==> src/rtl/read_line_assembler.sv <==
// read_line_assembler: gathers refill beats into a line buffer and writes the whole line to the data memory.
// Optional critical-word forwarding is enabled by defining READ_LINE_ASM_CWF_EN.
module read_line_assembler #(
  parameter int FE_DATA_W = 32,
  parameter int BE_DATA_W = 32,
  parameter int WORD_OFF_W = 3,
  localparam int LINE2MEM_W = WORD_OFF_W - $clog2(BE_DATA_W / FE_DATA_W),
  localparam int LINE_W = FE_DATA_W * (2 ** WORD_OFF_W),
  localparam int AW = (LINE2MEM_W > 0) ? LINE2MEM_W : 1
) (
  input  logic                  clk,
  input  logic                  reset,
  input  logic                  replace,
  input  logic                  read_valid,
  input  logic [AW-1:0]         read_addr,
  input  logic [BE_DATA_W-1:0]  read_rdata,
  output logic                  line_we,
  output logic [LINE_W-1:0]     line_wdata,
  input  logic                  line_ready,
  output logic                  fill_busy,
  output logic                  fill_done,
  output logic                  fill_err,
  output logic                  overrun
`ifdef READ_LINE_ASM_CWF_EN
  ,
  input  logic [WORD_OFF_W-1:0] req_word_off,
  output logic                  fwd_valid,
  output logic [FE_DATA_W-1:0]  fwd_rdata
`endif
);
  localparam int N = 2 ** LINE2MEM_W;
  typedef enum logic [1:0] {IDLE, FILL, WRITE, DONE} state_t;
  state_t state_q, state_d;
  logic [N-1:0] mask_q, mask_d, mask_nx;
  logic [LINE_W-1:0] line_q, line_d;
  logic err_q, err_d, overrun_q, overrun_d;
  logic [AW-1:0] slot;
  always_comb begin
    slot = (LINE2MEM_W == 0) ? '0 : read_addr;
    mask_nx = mask_q | (read_valid ? N'(1) << slot : '0);
    state_d = state_q;
    mask_d = mask_q;
    line_d = line_q;
    err_d = 1'b0;
    overrun_d = overrun_q | (read_valid && state_q != FILL);
    unique case (state_q)
      IDLE: if (replace) begin
        state_d = FILL;
        mask_d = '0;
      end
      FILL: begin
        // a beat arriving with the falling replace still counts toward completeness
        mask_d = mask_nx;
        if (read_valid) line_d[slot * BE_DATA_W +: BE_DATA_W] = read_rdata;
        if (!replace) begin
          state_d = (&mask_nx) ? WRITE : IDLE;
          err_d = ~&mask_nx;
        end
      end
      WRITE: state_d = line_ready ? DONE : WRITE;
      default: state_d = IDLE;
    endcase
  end
  always_ff @(posedge clk) begin
    if (reset) begin
      state_q <= IDLE;
      mask_q <= '0;
      line_q <= '0;
      err_q <= 1'b0;
      overrun_q <= 1'b0;
    end else begin
      state_q <= state_d;
      mask_q <= mask_d;
      line_q <= line_d;
      err_q <= err_d;
      overrun_q <= overrun_d;
    end
  end
  assign line_we = state_q == WRITE;
  assign line_wdata = line_q;
  assign fill_busy = state_q != IDLE;
  assign fill_done = state_q == DONE;
  assign fill_err = err_q;
  assign overrun = overrun_q;
`ifdef READ_LINE_ASM_CWF_EN
  localparam int R = BE_DATA_W / FE_DATA_W;
  localparam int RB = $clog2(R);
  logic [WORD_OFF_W-1:0] req_q, req_d;
  logic sent_q, sent_d, fwd_valid_q, fwd_valid_d, start, hit;
  logic [FE_DATA_W-1:0] fwd_q, fwd_d;
  always_comb begin
    start = state_q == IDLE && replace;
    req_d = start ? req_word_off : req_q;
    // sent_q keeps a retried burst from forwarding the same word twice
    hit = state_q == FILL && read_valid && !sent_q && slot == AW'(req_q >> RB);
    sent_d = start ? 1'b0 : sent_q | hit;
    fwd_valid_d = hit;
    fwd_d = start ? '0 : hit ? read_rdata[(int'(req_q) % R) * FE_DATA_W +: FE_DATA_W] : fwd_q;
  end
  always_ff @(posedge clk) begin
    if (reset) begin
      req_q <= '0;
      sent_q <= 1'b0;
      fwd_valid_q <= 1'b0;
      fwd_q <= '0;
    end else begin
      req_q <= req_d;
      sent_q <= sent_d;
      fwd_valid_q <= fwd_valid_d;
      fwd_q <= fwd_d;
    end
  end
  assign fwd_valid = fwd_valid_q;
  assign fwd_rdata = fwd_q;
`endif
endmodule

==> config.mk <==
export PLATFORM = sky130hd
export DESIGN_NAME = read_line_assembler
export DESIGN_NICKNAME = d
export VERILOG_FILES = /design/src/rtl/read_line_assembler.sv
export SDC_FILE = /design/constraint.sdc
export NUM_CORES = 1
export LEC_CHECK = 0
export CAP_MARGIN = 10
export CORE_ASPECT_RATIO = 0.9
export CORE_UTILIZATION = 43
export CTS_CLUSTER_DIAMETER = 100
export DETAILED_ROUTE_END_ITERATION = 10
export PLACE_DENSITY_LB_ADDON = 0.2
export SLEW_MARGIN = 20
export SYNTH_ARGS = -nofsm -noshare
export SYNTH_HDL_FRONTEND = slang
export SYNTH_SLANG_ARGS = --single-unit
==> constraint.sdc <==
create_clock -name clk -period 2.2 [get_ports clk]
set_input_delay 0.44 -clock clk [delete_from_list [all_inputs] [get_ports clk]]
set_output_delay 0.44 -clock clk [all_outputs]
set_load 0.02 [all_outputs]
==> reports/results.md <==
| Result | Reported |
| --- | --- |
| First-pass GRT wire length | 54700 um |
| Normalized max-slew margin | 56.1% |
| Number of H-tree branching levels | 1 |
| Worst min-delay path category | in -> reg |
| Worst-Skew Late Latency | 0.54 ns |
| Endpoint kind of the worst setup timing path | flip-flop |
| Critical Path RT | 2.66 ns |
| Worst Setup Start Kind | input port |
| Core region area | 0.0234 mm^2 |
| Pwr per Cell Area | 677 mW/mm^2 |
| Final setup violating endpoints | 0 |
| Antenna violations before repair | 0 |
| Leakage | 5.03 nW |
| Worst Path Arrival | 2.62 ns |
| DRT Pass-1 Iters | 5 |
| Port-buffer cells | 300 |
| Overall die height | 149 um |
| Library cell occupying the most area in the post-synthesis netlist | sky130_fd_sc_hd__dfxtp_1 |
| Maximum vdd drop | 424 uV |
| Standard-cell row count | 53 |
| TritonCTS clock tree | yes |
| Total of flip-flops plus latches after synthesis | 268 |
| Number of standard cells after synthesis | 1283 |
| Weighted congestion reported at the end of routability-driven placement | 0.835 |
| Critical path fanouts, max | 16 |
| Antenna diode count | 0 |
| Yosys top cell area share | 52.3% |
| Hold_buf cts | 0 |
| Fraction of layout instances using a drive strength above 1 | 10.4% |
| Synthesized area divided by synthesized cell count | 8.00 um^2 |
| Area of the die | 0.0245 mm^2 |
| Starting Density | 43.8% |
| Pins Over Slew Limit | 0 |
| Count of warnings emitted by yosys | 0 |
| Maximum number of pins on one net before global-route repair | 70 |
| Final worst-path setup slack | 0.0487 ns |
| Period Utilization, post-route | 97.8% |
| Maximum capacitance violations | 0 |
| Sequential element share of the synthesized area | 52.3% |
| Syn Nets | 1330 |
| Worst hold margin | 0.435 ns |
| Crit path time final | 2.15 ns |
| Via total after detailed routing | 10495 |
| Max Fclk | 465 MHz |
| Aggregate global-route resource usage | 29.2% |
| Yosys cell types | 39 |
| Starting DRC count in detailed routing | 997 |
| Cts bufs inserted | 28 |
| Ports | 301 |
| HPWL after detailed placement | 25200 um |
| Horizontal die dimension | 165 um |
| Kind of critical path | in -> reg |
| Measured slew at the worst slew-check pin | 0.657 ns |
| WL/cell | 20.2 um |
| Vias in the first global route | 9391 |
| Area contributors post-synth | sky130_fd_sc_hd__dfxtp_1 (52%), sky130_fd_sc_hd__a21oi_1 (13%), sky130_fd_sc_hd__nand2_1 (10%) |
| Final worst clock skew | 0.00537 ns |
| Setup repair after global routing missed its margin | false |
| Worst slack at placement | -0.464 ns |
| Number of clock sinks | 268 |
| Clock slew at the register clock pins of the worst setup and hold paths | 0.06 ns |
| Final Hold Viols | 0 |
| Clk buf depth | 3 |
| Result of the run | complete, no violations |
| CTS Root Cell | sky130_fd_sc_hd__clkbuf_16 |
| Number of nets in the layout | 1611 |
| Ratio of routed vias to standard cells | 5.56 |
| Setup TNS after final layout | 0 ns |
| Layout overhead on the synthesized area | 46.6% |
| Post-synthesis cell area | 0.0103 mm^2 |
| Total detailed-routing wirelength | 38100 um |
| Overflow left after global routing | 0 |
| Antenna Violating Nets Remaining | 0 |
| DRC Markers | 0 |
==> synth_stat cells, drive strengths merged <==
master   number
a22oi         4
nand4b        2
o21bai        1
nand2b        4
nor3         11
and4          1
a41oi         1
and2b         1
a2111oi       1
inv          11
clkbuf       77
nor2         24
or3           7
nand4bb       1
or2b          1
or2           2
and2          3
nand3b        1
a32oi         2
and3b         1
ha            7
nand2       286
nand4        35
dfxtp       268
a21oi       262
nand3       187
o21ai         2
nor4          5
and4bb        1
a31oi         4
and3          1
buf          69
==> worst max-delay path: stages <==
cell and delay (ns):
sky130_fd_sc_hd__clkdlybuf4s50_1 0.47, sky130_fd_sc_hd__inv_1 0.08, sky130_fd_sc_hd__ha_4 0.17, sky130_fd_sc_hd__ha_4 0.15, sky130_fd_sc_hd__nand4bb_4 0.24, sky130_fd_sc_hd__buf_6 0.17, sky130_fd_sc_hd__buf_12 0.13, sky130_fd_sc_hd__nor3_4 0.18
sky130_fd_sc_hd__buf_12 0.14, sky130_fd_sc_hd__clkbuf_16 0.17, sky130_fd_sc_hd__nand3_1 0.08, sky130_fd_sc_hd__a21oi_1 0.17
==> layer usage <==
layer  routed length, um  global-route usage (%)  vias up
li1                    -                       -     4899
met1               16100                    40.4     5003
met3                3280                    4.96       83
met4                1250                    10.1        0
met2               17500                    45.6      510
met5                   0                       0        -
==> registers in the layout (all words and copies together), names as in the netlist <==
name and flops:
line_wdata 256, mask_q 8, state_q 2, fill_err 1, overrun 1
==> timing repair <==
action,in CTS,in global routing
setup endpoints to repair,1,74
setup buffers,0,2
gates resized for setup,1,15
pin swaps,0,7
cloned,0,5
==> layout make-up <==
cell class	instances	area [um^2]
fill	1975	8370
sequential	268	5370
multi-input combinational	858	4280
timing repair buffer	397	4100
clock buffer	48	867
tap	302	378
inverter	11	41.3
clock inverter	2	10.0
==> cell usage in the layout (no fill, tap or decap), types with 2 or more instances in the layout <==
| master | instances |
|---|---|
| sky130_fd_sc_hd__ha_1 | 5 |
| sky130_fd_sc_hd__clkbuf_1 | 12 |
| sky130_fd_sc_hd__clkbuf_8 | 8 |
| sky130_fd_sc_hd__nand4_1 | 35 |
| sky130_fd_sc_hd__buf_4 | 68 |
| sky130_fd_sc_hd__clkdlybuf4s50_1 | 296 |
| sky130_fd_sc_hd__nor4_1 | 5 |
| sky130_fd_sc_hd__a21oi_2 | 3 |
| sky130_fd_sc_hd__clkinv_2 | 2 |
| sky130_fd_sc_hd__or3_1 | 5 |
| sky130_fd_sc_hd__o21ai_0 | 2 |
| sky130_fd_sc_hd__clkbuf_16 | 33 |
| sky130_fd_sc_hd__or3_4 | 2 |
| sky130_fd_sc_hd__dfxtp_2 | 2 |
| sky130_fd_sc_hd__buf_6 | 2 |
| sky130_fd_sc_hd__nand3_1 | 187 |
| sky130_fd_sc_hd__a21oi_1 | 259 |
| sky130_fd_sc_hd__nand4b_1 | 2 |
| sky130_fd_sc_hd__dlymetal6s2s_1 | 2 |
| sky130_fd_sc_hd__and2_1 | 3 |
| sky130_fd_sc_hd__nand2b_1 | 3 |
| sky130_fd_sc_hd__a32oi_1 | 2 |
| sky130_fd_sc_hd__a22oi_1 | 4 |
| sky130_fd_sc_hd__a31oi_1 | 4 |
| sky130_fd_sc_hd__or2_2 | 2 |
| sky130_fd_sc_hd__buf_12 | 23 |
| sky130_fd_sc_hd__nor3_4 | 6 |
| sky130_fd_sc_hd__dfxtp_1 | 266 |
| sky130_fd_sc_hd__ha_4 | 2 |
| sky130_fd_sc_hd__nand2_1 | 286 |
| sky130_fd_sc_hd__nor2_1 | 22 |
| sky130_fd_sc_hd__inv_1 | 10 |
| sky130_fd_sc_hd__nor3_2 | 5 |
==> power breakdown <==
part / total [mW] / switching [mW] / internal (mW)
sequential: 4.88 / 0.00968 / 4.87
clock: 4.54 / 1.89 / 2.65
combinational: 0.775 / 0.510 / 0.265
==> logic make-up (layout without fill, tap and decap cells) <==
logic type | after synthesis | count (layout) | share of synthesized area, %
buffers and inverters | 157 | 458 | 6.92
flip-flops | 268 | 268 | 52.3
adder cells (fa/ha/maj) | 7 | 7 | 0.854
AND/OR/NAND/NOR | 574 | 574 | 26.1
AO/OA/AOI/OAI | 277 | 277 | 13.9
==> worst paths after layout <==
path | end | cells after the start | from | slack [ns]
max reg2reg | line_wdata[141]$_SDFFE_PP0P_ | 8 | state_q[1]$_SDFFE_PP0P_ | 0.50
min | line_wdata[199]$_SDFFE_PP0P_ | 2 | reset | 0.44
max | line_wdata[141]$_SDFFE_PP0P_ | 12 | read_addr[1] | 0.05
min reg2reg | line_wdata[178]$_SDFFE_PP0P_ | 2 | line_wdata[178]$_SDFFE_PP0P_ | 0.45
==> metrics by stage <==
| stage | power (mW) | utilization (%) | std cells | instance area [um^2] |
|---|---|---|---|---|
| 6_report | 10.2 | 64.3 | 1886 | 15000 |
| 5_1_grt | 10.5 | 64.3 | 1886 | 15000 |
| 4_1_cts | 10.2 | 63.5 | 1879 | 14900 |
| 3_5_place_dp | 5.73 | 59.7 | 1829 | 14000 |
| 3_3_place_gp | 5.73 | 59.7 | 1829 | 14000 |
| 2_1_floorplan | 5.35 | - | 1283 | 10300 |
No activity file was read; power rests on OpenSTA's default activity.
